File: src/rtl/csa_pkg.sv
// Shared types and helpers for the carry-save accumulating stream adder.
package csa_pkg;

    localparam int unsigned CSA_MAX_W = 64;

    typedef enum logic [1:0] {
        ACCUM   = 2'd0,
        RESOLVE = 2'd1,
        DONE    = 2'd2
    } csa_state_t;

    // Clears every bit at or above position w, so a narrow operand widens with zeros.
    function automatic logic [CSA_MAX_W-1:0] csa_zext(input logic [CSA_MAX_W-1:0] v,
                                                      input int unsigned w);
        logic [CSA_MAX_W-1:0] r;
        r = '0;
        for (int unsigned k = 0; k < CSA_MAX_W; k++) begin
            if (k < w) begin
                r[k] = v[k];
            end else begin
                r[k] = 1'b0;
            end
        end
        return r;
    endfunction

endpackage

File: src/rtl/csa_row.sv
// ACC_W-bit 3:2 compressor row; maj is left unshifted for the caller to weight.
module csa_row #(
    parameter int unsigned ACC_W = 16
) (
    input  logic [ACC_W-1:0] a_i,
    input  logic [ACC_W-1:0] b_i,
    input  logic [ACC_W-1:0] c_i,
    output logic [ACC_W-1:0] sum_o,
    output logic [ACC_W-1:0] maj_o
);
    for (genvar g = 0; g < ACC_W; g++) begin : g_bit
        fa u_fa (
            .a_i  (a_i[g]),
            .b_i  (b_i[g]),
            .ci_i (c_i[g]),
            .s_o  (sum_o[g]),
            .co_o (maj_o[g])
        );
    end
endmodule

File: src/rtl/fa.sv
// Single-bit full adder cell.
module fa (
    input  logic a_i,
    input  logic b_i,
    input  logic ci_i,
    output logic s_o,
    output logic co_o
);
    assign s_o  = a_i ^ b_i ^ ci_i;
    assign co_o = (a_i & b_i) | (a_i & ci_i) | (b_i & ci_i);
endmodule

File: src/rtl/csa_accum_stream.sv
// Streams unsigned operands into a carry-save accumulator and resolves the
// frame total with one carry-propagate add when the last operand arrives.
module csa_accum_stream
    import csa_pkg::*;
#(
    parameter int unsigned W     = 8,
    parameter int unsigned ACC_W = 16,
    parameter int unsigned CNT_W = 8
) (
    input  logic             clk,
    input  logic             rst,
    input  logic             in_valid,
    output logic             in_ready,
    input  logic [W-1:0]     in_data,
    input  logic             in_last,
    output logic             out_valid,
    input  logic             out_ready,
    output logic [ACC_W-1:0] out_sum,
    output logic             out_ovf,
    output logic [CNT_W-1:0] out_cnt
);

    csa_state_t       state_q, state_d;
    logic [ACC_W-1:0] s_q, s_d;
    logic [ACC_W-1:0] c_q, c_d;
    logic             ovf_q, ovf_d;
    logic [CNT_W-1:0] cnt_q, cnt_d;
    logic [ACC_W-1:0] sum_q, sum_d;
    logic             ovfo_q, ovfo_d;
    logic [CNT_W-1:0] cnto_q, cnto_d;

    logic [ACC_W-1:0] a_s;
    logic [ACC_W-1:0] row_sum_s;
    logic [ACC_W-1:0] row_maj_s;
    logic [ACC_W:0]   t_s;
    logic             accept_s;

    assign a_s      = ACC_W'(csa_zext(CSA_MAX_W'(in_data), W));
    assign accept_s = in_valid & (state_q == ACCUM);
    assign t_s      = {1'b0, s_q} + {1'b0, c_q};

    csa_row #(.ACC_W(ACC_W)) u_row (
        .a_i   (a_s),
        .b_i   (s_q),
        .c_i   (c_q),
        .sum_o (row_sum_s),
        .maj_o (row_maj_s)
    );

    // Next-state and datapath update for the accumulate/resolve/hand-off sequence.
    always_comb begin
        state_d = state_q;
        s_d     = s_q;
        c_d     = c_q;
        ovf_d   = ovf_q;
        cnt_d   = cnt_q;
        sum_d   = sum_q;
        ovfo_d  = ovfo_q;
        cnto_d  = cnto_q;
        case (state_q)
            ACCUM: begin
                if (accept_s) begin
                    s_d   = row_sum_s;
                    c_d   = {row_maj_s[ACC_W-2:0], 1'b0};
                    // The majority bit shifted out of the top is worth 2^ACC_W.
                    ovf_d = ovf_q | row_maj_s[ACC_W-1];
                    if (cnt_q == {CNT_W{1'b1}}) begin
                        cnt_d = cnt_q;
                    end else begin
                        cnt_d = cnt_q + {{(CNT_W-1){1'b0}}, 1'b1};
                    end
                    if (in_last) begin
                        state_d = RESOLVE;
                    end else begin
                        state_d = ACCUM;
                    end
                end else begin
                    state_d = ACCUM;
                end
            end
            RESOLVE: begin
                sum_d   = t_s[ACC_W-1:0];
                ovfo_d  = ovf_q | t_s[ACC_W];
                cnto_d  = cnt_q;
                state_d = DONE;
            end
            DONE: begin
                if (out_ready) begin
                    s_d     = '0;
                    c_d     = '0;
                    ovf_d   = 1'b0;
                    cnt_d   = '0;
                    state_d = ACCUM;
                end else begin
                    state_d = DONE;
                end
            end
            default: begin
                state_d = ACCUM;
            end
        endcase
    end

    // State and datapath registers; reset discards any frame in flight.
    always_ff @(posedge clk or posedge rst) begin
        if (rst) begin
            state_q <= ACCUM;
            s_q     <= '0;
            c_q     <= '0;
            ovf_q   <= 1'b0;
            cnt_q   <= '0;
            sum_q   <= '0;
            ovfo_q  <= 1'b0;
            cnto_q  <= '0;
        end else begin
            state_q <= state_d;
            s_q     <= s_d;
            c_q     <= c_d;
            ovf_q   <= ovf_d;
            cnt_q   <= cnt_d;
            sum_q   <= sum_d;
            ovfo_q  <= ovfo_d;
            cnto_q  <= cnto_d;
        end
    end

    assign in_ready  = (state_q == ACCUM);
    assign out_valid = (state_q == DONE);
    assign out_sum   = sum_q;
    assign out_ovf   = ovfo_q;
    assign out_cnt   = cnto_q;

endmodule
File: config.mk
export PLATFORM = sky130hd
export DESIGN_NAME = csa_accum_stream
export DESIGN_NICKNAME = d
export VERILOG_FILES = /design/src/rtl/csa_pkg.sv /design/src/rtl/csa_row.sv /design/src/rtl/fa.sv /design/src/rtl/csa_accum_stream.sv
export SDC_FILE = /design/constraint.sdc
export NUM_CORES = 1
export LEC_CHECK = 0
export CORE_MARGIN = 2
export CORE_UTILIZATION = 35
export DETAILED_ROUTE_END_ITERATION = 7
export PLACE_DENSITY = 0.6
export SLEW_MARGIN = 0
export SYNTH_ARGS = -nofsm -noshare
export SYNTH_HDL_FRONTEND = slang
export SYNTH_HIERARCHICAL = 1
export SYNTH_SLANG_ARGS = --single-unit
File: constraint.sdc
create_clock -name clk -period 2.7 [get_ports clk]
set_input_delay 0.405 -clock clk [delete_from_list [all_inputs] [get_ports clk]]
set_output_delay 0.405 -clock clk [all_outputs]
set_load 0.02 [all_outputs]
# After elaboration in Yosys (flattened, before gate mapping)
# Cells that the tools add are included.
[word_totals]
register_bits = 68
inputBits = 13
out_inout_bits = 27
wordCells = 111
[op_classes]
addsub = 2
eq_ne = 6
n_mux = 16
bitwise_logic = 75
reduce_logical = 4
[op_table]
columns = ["op", "n"]
rows = [
  ["$pmux 16 s2", 2],
  ["$mux 16", 3],
  ["$and 1x1->1", 33],
  ["$mux 8", 3],
  ["$xor 1x1->1", 24],
  ["$or 1x1->1", 18],
  ["$add 16x16->17", 1],
  ["$pmux 8 s2", 1],
  ["$add 8x1->8 const B", 1],
  ["$eq 8x8->1 const B", 1],
  ["$pmux 2 s3", 1],
  ["$mux 2", 2],
  ["$ne 2x1->1 const B", 2],
  ["$reduce_and 4->1", 1],
  ["$mux 1", 3],
  ["$reduce_and 3->1", 1],
  ["$eq 2x1->1 const B", 1],
  ["$eq 2x2->1 const B", 1],
  ["$logic_not 2->1", 1],
  ["$ne 2x2->1 const B", 1],
  ["$pmux 1 s2", 1],
  ["$reduce_bool 2->1", 1],
]

# Longest topological paths before layout
# Gate-level depths: netlist (run 1).
[depth]
ltp_word = 5
depth_mapped = 7
depth_no_buf = 7

# Modules after synthesis
# Netlist (run 1), hierarchy kept.
[by_module_without_submodules]
columns = ["mod", "n_inst", "cells_each", "area_each_um2", "seq_area_each_um2"]
rows = [
  ["csa_accum_stream", 1, 319, 3305.7, 1676.6],
  ["fa", 16, 1, 20.0, 0.0],
]

# Least setup slack after synthesis (run 1)
# Ideal clock, no wire load.
[synth_path]
path_type = "register to register"
startpoint = "reg s_q[1]"
endpoint = "reg sum_q[15], in the netlist out_sum[15]"
setup_ns = 0.126
arrival_time_ns = 2.059
t_required_ns = 2.574
slack_ns = 0.515
stages_incl_launch_ff = 8
n_path_buf = 0
period_less_slack_ns = 2.185
path_cell_list = "dfrtp_1 -> ha_1 -> fa_1 -> a21oi_1 -> o211ai_1 -> a41oi_1 -> o21ai_0 -> a221o_1"
[synth_via]
elab_chain_len = 1
[synth_lines]
columns = ["element", "line", "source"]
rows = [
  ["start: declaration", "csa_accum_stream.sv:24", "logic [ACC_W-1:0] s_q, s_d;"],
  ["start signal: assignment", "csa_accum_stream.sv:108", "s_q <= '0;"],
  ["start signal: assignment", "csa_accum_stream.sv:117", "s_q <= s_d;"],
  ["$add 16x16->17", "csa_accum_stream.sv:40", "assign t_s = {1'b0, s_q} + {1'b0, c_q};"],
  ["end signal: assignment", "csa_accum_stream.sv:121", "sum_q <= sum_d;"],
  ["end: declaration", "csa_accum_stream.sv:28", "logic [ACC_W-1:0] sum_q, sum_d;"],
]
# No other way between the ends.
# A chain may end at the register's enable or synchronous reset.

# Final worst setup path (run 1)
# Ends and elaborated chain as after synthesis.

==> results of run 1 <==
## per-stage QoR
step                instances  setup slack [ns]
floorplan                 343             0.515
global placement          505             0.378
detailed placement        505             0.314
CTS                       521             0.300
global route              521             0.136
finish                    521             0.317
## Yosys cell counts (2+ instances only)
master	instances	share of area, %
dfrtp_1	67	46
nand2_1	53	5.5
a22o_1	31	7.5
o21ai_0	21	2.9
fa_1	17	9.4
ha_1	16	5.5
a21oi_1	11	1.5
clkbuf_1	11	1.1
nand3_1	11	1.5
nor2_1	11	1.1
a21o_1	9	1.9
xnor2_1	8	1.9
inv_1	7	0.72
nand4_1	5	0.86
xor2_1	4	0.97
a211oi_1	3	0.62
buf_2	3	0.41
nor3_1	3	0.41
nor4_2	3	1.0
a2111oi_0	2	0.48
a211o_1	2	0.48
a31oi_1	2	0.35
nand2b_1	2	0.35
nor4_1	2	0.35
o211ai_1	2	0.41
o31a_1	2	0.48
or4_1	2	0.41
## routing by layer
layer / vias up / wire length, µm / global-route usage [%]
li1: 1288 / - / -
met1: 1285 / 3850 / 21.5
met2: 45 / 3300 / 20.7
met3: 10 / 263 / 3.09
met4: 0 / 118 / 6.11
met5: - / 0 / 0
## report_power, final
group          leakage (nW)  total, W  switching (W)  internal [W]
Sequential            0.861   0.00179       0.000387       0.00140
Clock                 0.106  0.000931       0.000409      0.000522
Combinational          1.05   0.00227        0.00120       0.00107
## cell type report
type | count | area share (%)
multi-input cells | 252 | 42.6
flip-flops and latches | 67 | 38.1
repair buffers | 43 | 9.84
well taps | 136 | 3.87
clock buffers | 10 | 2.90
clock inverters | 6 | 2.05
inverters | 7 | 0.597
## sequential cells by signal, indices dropped and copies added, names as in the netlist
name	cells
cnt_q	8
c_q	15
out_sum	16
state_q	2
s_q	16
ovf_q	1
out_ovf	1
out_cnt	8
## how the worst max path moves through the flow
stage | start | endpoint | cells past startpoint
after CTS | s_q[1]$_DFFE_PP0P_ | out_sum[15]$_DFFE_PP0N_ | 7
after detailed placement | s_q[1]$_DFFE_PP0P_ | out_sum[15]$_DFFE_PP0N_ | 7
after floorplan | s_q[1]$_DFFE_PP0P_ | out_sum[15]$_DFFE_PP0N_ | 7
after global placement | s_q[1]$_DFFE_PP0P_ | out_sum[15]$_DFFE_PP0N_ | 7
after global routing | s_q[1]$_DFFE_PP0P_ | out_sum[15]$_DFFE_PP0N_ | 7
final | s_q[1]$_DFFE_PP0P_ | out_sum[15]$_DFFE_PP0N_ | 7
## cell families after synthesis
kind of cell | after synthesis | synth area share [%]
other | 1 | 0.103
flip-flops | 67 | 46.2
AND/OR/NAND/NOR | 102 | 13.8
XOR/XNOR | 12 | 2.90
buffers and inverters | 24 | 2.90
adder cells (fa/ha/maj) | 33 | 14.9
AO/OA/AOI/OAI | 96 | 19.1
## worst min-delay path: cells and delay by family
kind	cells	cell delay [ns]
buffers and inverters	3	0.78
==> results.cfg, run 1 <==
[die]
die_area_mm2 = 0.0112
die_h_um = 106
top_level_ports = 40
rows = 37
start_util_pct = 35.6
core_area_mm2 = 0.0102
die_x_um = 106

[timing]
timing.final.hold_violations = 0
clock_skew_ns = 0.00760
period_share_pct = 88.3
hold_slack_ns = 0.447
setup_viol_count_final = 0
rsz0062_at_grt = no
maxSlewHeadroom_pct = 50.2
final_max_slew_viol_count = 0
fmax_mhz = 420
tns_ns = 0
worst_pin_slew_ns = 0.728
post-route-min-period_ns = 2.38

[final_layout]
fillCellCount = 1013
drive_above_1_share_pct = 6.75
finalInstanceArea_mm2 = 0.00440
seq_area_mm2 = 0.00168
syn_to_final_growth_pct = 21.3
final_util_pct = 43.2
fin_nets = 426
multi_input_area_mm2 = 0.00187
final_cell_mix = 67 x dfrtp_1, 53 x nand2_1, 39 x clkdlybuf4s50_1, 31 x a22o_1, 21 x o21ai_0
diodes = 0
layout_commonest_cell = dfrtp_1

[setup_path]
cp-end-kind = register
crit_chain = ha_1 > fa_1 > a21oi_1 > o211ai_1 > a41oi_1 > o21ai_0 > a221o_1
r2r_cells = 7
crit_fanout = 3
worstReg2RegEnd = out_sum[15]$_DFFE_PP0N_
rr_startpoint = s_q[1]$_DFFE_PP0P_
critical-path-max-stage-delay_ns = 0.41
crit_arrival_ns = 2.61
setup.worst_path.class = register to register
ff2ff_setup_slack_ns = 0.32
cp.required_ns = 2.93
cp.buffers_inverters = 0
cp_top_family = compound AO/OA/AOI/OAI gates
start_kind = register
cp_slowest_cell = dfrtp_1

[power_and_ir_drop]
ir_drop_uv = 409
leakagePower_nw = 2.02
total_power_w = 0.00499
powerDensity_mw_per_mm2 = 1140

[synthesis]
avgSynthCellArea_um2 = 10.8
ys_seq_elements = 67
async_flop_share_pct = 100
syn_inst = 335
yosysSeqAreaShare_pct = 46.2
yosysWarningCount = 6
yosys_most_used_dff = dfrtp_1
yosys.cell_types.count = 52
syn_area_mm2 = 0.00363
synth_enable_flop_cells = 0

[placed_design]
hpwl_um = 5220
place_area_mm2 = 0.00418
portBuffers = 39
place.gp.congestion = 0.821

[global_routing]
grt_usage_pct = 14.6
antenna_found_initial = 0
first_global_vias = 2561
grt_pass1_wl_um = 13000
grt_max_degree = 68
grt-ovfl-total = 0

[detailed_routing]
dr.first_iter.drc_count = 96
vias = 2628
finalWirelength_um = 7530
ant_nets = 0
avgRoutedWirePerCell_um = 14.5
viasPerCell = 5.04
drc = 0
drt_pass1_iterations = 4

[clocking]
clock_path_buffers = 2
cts_hold_buffers = 0
root_buffer = clkbuf_8
post-cts-setup-buffers = 0
clock_latency_ns = 0.34
cts_buffers = 9
clk_pin_slew_worst_paths_ns = 0.08
h-tree-depth = 3
cts_resized = 0
cts.sinks = 67
cts_tree = done

[worst_hold_path]
hp-class = input pin to async pin

[job]
maxCapViolCount = 0

[outcome]
outcome = finished, final reports clean
Power figures use the tool's default switching activity.
==> run 2, diff against run 1 <==
- CELL_PAD_IN_SITES_DETAIL_PLACEMENT: default -> 1
- CELL_PAD_IN_SITES_GLOBAL_PLACEMENT: default -> 2
- PLACE_DENSITY: 0.6 -> 0.82
==> run 2 against run 1 <==
Against the previous run:
- power shrank 2.4%
- hold slack lost 0.014 ns
- clock power shrank 17%
- fmax shrank 0.96%
- register-to-register slack lost 0.02 ns
- via count grew 2.5%
- clock skew shrank 0.00081 ns
==> results.cfg, run 2 (same netlist as run 1, synthesis figures left out) <==
[outcome]
outcome = finished, final reports clean

[global_routing]
grt_pass1_wl_um = 13900
antenna_found_initial = 0
first_global_vias = 2848
grt_max_degree = 68
grt_usage_pct = 15.5
grt-ovfl-total = 0

[final_layout]
layout_commonest_cell = dfrtp_1
diodes = 0
drive_above_1_share_pct = 7.25
final_cells = 522
final_cell_mix = 67 x dfrtp_1, 53 x nand2_1, 39 x clkdlybuf4s50_1, 31 x a22o_1, 21 x o21ai_0
fillCellCount = 1163
finalInstanceArea_mm2 = 0.00437
fin_nets = 427
final_util_pct = 42.9
syn_to_final_growth_pct = 20.4

[detailed_routing]
avgRoutedWirePerCell_um = 15.6
vias = 2694
dr.first_iter.drc_count = 79
viasPerCell = 5.16
drt_pass1_iterations = 4
ant_nets = 0
drc = 0
finalWirelength_um = 8140

[setup_path]
crit_fanout = 3
crit_arrival_ns = 2.63
cp.required_ns = 2.93
setup.worst_path.class = register to register
cp-end-kind = register
start_kind = register

[timing]
maxSlewHeadroom_pct = 48.1
setup_ws_ns = 0.294
rsz0062_at_grt = no
clock_skew_ns = 0.00679
timing.final.hold_violations = 0
period_share_pct = 89.1
tns_ns = 0
final_max_slew_viol_count = 0
worst_pin_slew_ns = 0.779
setup_viol_count_final = 0
post-route-min-period_ns = 2.41
fmax_mhz = 416

[clocking]
cts_tree = done
clock_path_buffers = 2
cts_resized = 0
post-cts-setup-buffers = 0
cts_hold_buffers = 0
cts.sinks = 67
clk_pin_slew_worst_paths_ns = 0.08
clock_latency_ns = 0.35
root_buffer = clkbuf_8
cts_buffers = 9
h-tree-depth = 3

[placed_design]
portBuffers = 39
dp_worst_setup_slack_ns = 0.261
hpwl_um = 5720
dp_cells = 506
place.gp.congestion = 0.835
place_area_mm2 = 0.00419

[die]
die_area_mm2 = 0.0112
top_level_ports = 40
die_h_um = 106
die_x_um = 106
rows = 37
core_area_mm2 = 0.0102
start_util_pct = 35.6

[job]
maxCapViolCount = 0

[power_and_ir_drop]
ir_drop_uv = 372
leakagePower_nw = 2.00
powerDensity_mw_per_mm2 = 1120

[worst_hold_path]
hp-class = input pin to async pin
[run 2: final cells by class]
cell class	count	area, µm²	share of cell area [%]
Clock buffer	10	138	3.15
Sequential cell	67	1680	38.4
Clock inverter	6	41.3	0.946
Inverter	7	26.3	0.602
Tap cell	136	170	3.90
Timing Repair Buffer	44	440	10.1
Multi-Input combinational cell	252	1870	42.9
[run 2: report_power, final]
| part | switching (W) | internal, W |
|---|---|---|
| registers | 0.000386 | 0.00140 |
| logic | 0.00124 | 0.00107 |
| clock network | 0.000415 | 0.000356 |
| total | 0.00204 | 0.00283 |
[run 2: per-stage QoR]
step                      total power, W  hold WS (ns)
after CTS                        0.00494         0.447
after detailed placement         0.00414         0.465
final                            0.00487         0.433
after floorplan                  0.00334         0.456
after global routing             0.00529         0.453
after global placement           0.00405         0.459
[run 2: path summary, 6_finish.rpt]
| path | startpoint | end | slack (ns) | depth (start not counted) |
|---|---|---|---|---|
| max in group asynchronous | rst | out_sum[12]$_DFFE_PP0N_ | 1.96 | 3 |
| worst min register to register | out_sum[10]$_DFFE_PP0N_ | out_sum[10]$_DFFE_PP0N_ | 0.48 | 2 |
| worst min-delay path | rst | out_sum[2]$_DFFE_PP0N_ | 0.43 | 3 |
| worst max-delay path | s_q[1]$_DFFE_PP0P_ | out_sum[15]$_DFFE_PP0N_ | 0.29 | 7 |
| min in group clk | out_sum[10]$_DFFE_PP0N_ | out_sum[10]$_DFFE_PP0N_ | 0.48 | 2 |
| worst max register to register | s_q[1]$_DFFE_PP0P_ | out_sum[15]$_DFFE_PP0N_ | 0.29 | 7 |
[run 2: routing by layer]
metal	track usage, %	vias to the layer above	wire [µm]
met2	23.8	35	3710
met4	4.89	0	106
li1	-	1297	-
met1	22.3	1353	4110
met5	0	-	0
met3	3.03	9	211
[run 2: worst max-delay path, stage by stage, from the launching register on]
cell and delay [ns]:
dfrtp_1 0.42, ha_1 0.24, fa_1 0.40, a21oi_1 0.25
o211ai_1 0.16, a41oi_1 0.36, o21ai_0 0.15, a221o_1 0.31
==> run 3, diff against run 2 <==
- clock period: 2.7 -> 2.8 ns (I/O delays scaled with it)
==> run 3 against run 2 <==
Against the previous run:
- global-route usage rose by 1.0 points
- wire length is 3.3% higher
- die area did not move
- first-iteration DRC count up 25%
- critical endpoint unchanged
- core utilization grew 0.22 points
- sequential cell count did not move
- largest cell class unchanged
==> results.cfg, run 3 (same netlist as run 1, synthesis figures left out) <==
[outcome]
outcome = finished, final reports clean

[power_and_ir_drop]
leakagePower_nw = 2.01
ir_drop_uv = 372
powerDensity_mw_per_mm2 = 1090

[setup_path]
start_kind = register
cp-end-kind = register
critical-path-max-stage-delay_ns = 0.42
crit_arrival_ns = 2.70
crit_chain = ha_1 > fa_1 > a21oi_1 > o211ai_1 > a41oi_1 > o21ai_0 > a221o_1
cp.required_ns = 3.03
crit_fanout = 3
rr_startpoint = s_q[1]$_DFFE_PP0P_
cp_slowest_cell = dfrtp_1
cp-startpoint = s_q[1]$_DFFE_PP0P_
setup.worst_path.class = register to register

[final_layout]
diodes = 0
seq_area_mm2 = 0.00168
fillCellCount = 1141
final_cell_mix = 67 x dfrtp_1, 53 x nand2_1, 39 x clkdlybuf4s50_1, 31 x a22o_1, 21 x o21ai_0
fin_nets = 427
drive_above_1_share_pct = 7.25
layout_commonest_cell = dfrtp_1
syn_to_final_growth_pct = 21.0
multi_input_area_mm2 = 0.00187

[timing]
rsz0062_at_grt = no
hold_slack_ns = 0.458
clock_skew_ns = 0.00947
fmax_mhz = 405
timing.final.hold_violations = 0
final_max_slew_viol_count = 0
tns_ns = 0
maxSlewHeadroom_pct = 46.4
period_share_pct = 88.3
post-route-min-period_ns = 2.47
worst_pin_slew_ns = 0.797
setup_viol_count_final = 0

[clocking]
cts_hold_buffers = 0
h-tree-depth = 3
clock_latency_ns = 0.35
root_buffer = clkbuf_8
cts_resized = 0
clock_path_buffers = 2
post-cts-setup-buffers = 0
cts_tree = done
clk_pin_slew_worst_paths_ns = 0.08
cts.sinks = 67
cts_buffers = 9

[global_routing]
grt-ovfl-total = 0
grt_max_degree = 68
grt_usage_pct = 16.6
first_global_vias = 2953
antenna_found_initial = 0
grt_pass1_wl_um = 14800

[detailed_routing]
avgRoutedWirePerCell_um = 16.1
finalWirelength_um = 8400
drc = 0
drt_pass1_iterations = 4
dr.first_iter.drc_count = 99
ant_nets = 0
viasPerCell = 5.18
vias = 2705

[placed_design]
portBuffers = 39
place.gp.congestion = 0.810
hpwl_um = 5990

[die]
die_area_mm2 = 0.0112
die_x_um = 106
core_area_mm2 = 0.0102
start_util_pct = 35.6
top_level_ports = 40
die_h_um = 106
rows = 37

[worst_hold_path]
hp-class = input pin to async pin

[job]
maxCapViolCount = 0
run 3: metrics by stage:
stage | total power, W | area [µm²] | setup slack, ns | cells | utilization, %
after global placement | 0.00392 | 4200 | 0.432 | 506 | 41.2
after CTS | 0.00483 | 4390 | 0.326 | 522 | 43.1
after floorplan | 0.00322 | 3660 | 0.615 | 343 | -
after global routing | 0.00520 | 4390 | 0.110 | 522 | 43.1
after detailed placement | 0.00403 | 4200 | 0.355 | 506 | 41.2
final | 0.00476 | 4390 | 0.328 | 522 | 43.1
run 3: worst max-delay path, delay by kind of cell, from the launching register on:
family	cells	cell delay, ns
flops	1	0.42
fa+ha+maj	2	0.65
compound gates	5	1.28
run 3: metal layers:
metal	vias up	routed length (µm)	part of all wire [%]	GRT usage [%]
li1	1290	-	-	-
met1	1373	4160	50	23.6
met2	33	3940	47	25.6
met3	9	182	2.2	2.60
met4	0	114	1.4	6.11
met5	-	0	0	0
run 3: worst paths after layout:
kind | cells after the start | slack (ns) | to
hold / removal | 3 | 0.46 | out_sum[2]$_DFFE_PP0N_
setup / recovery | 7 | 0.33 | out_sum[15]$_DFFE_PP0N_
setup reg to reg | 7 | 0.33 | out_sum[15]$_DFFE_PP0N_
min in group clk | 2 | 0.48 | out_sum[10]$_DFFE_PP0N_
hold reg to reg | 2 | 0.48 | out_sum[10]$_DFFE_PP0N_
max in group asynchronous | 3 | 2.05 | out_ovf$_DFFE_PP0N_
run 3: cell type report:
class | instances | share of cell area (%)
Clock buffer | 11 | 3.45
Multi-Input combinational cell | 252 | 42.7
Tap cell | 136 | 3.88
Clock inverter | 5 | 0.855
Inverter | 7 | 0.599
Timing Repair Buffer | 44 | 10.3
Sequential cell | 67 | 38.2
run 3: power breakdown:
group | switching (W) | internal [W]
sequential | 0.000366 | 0.00135
clock | 0.000396 | 0.000371
combinational | 0.00122 | 0.00105
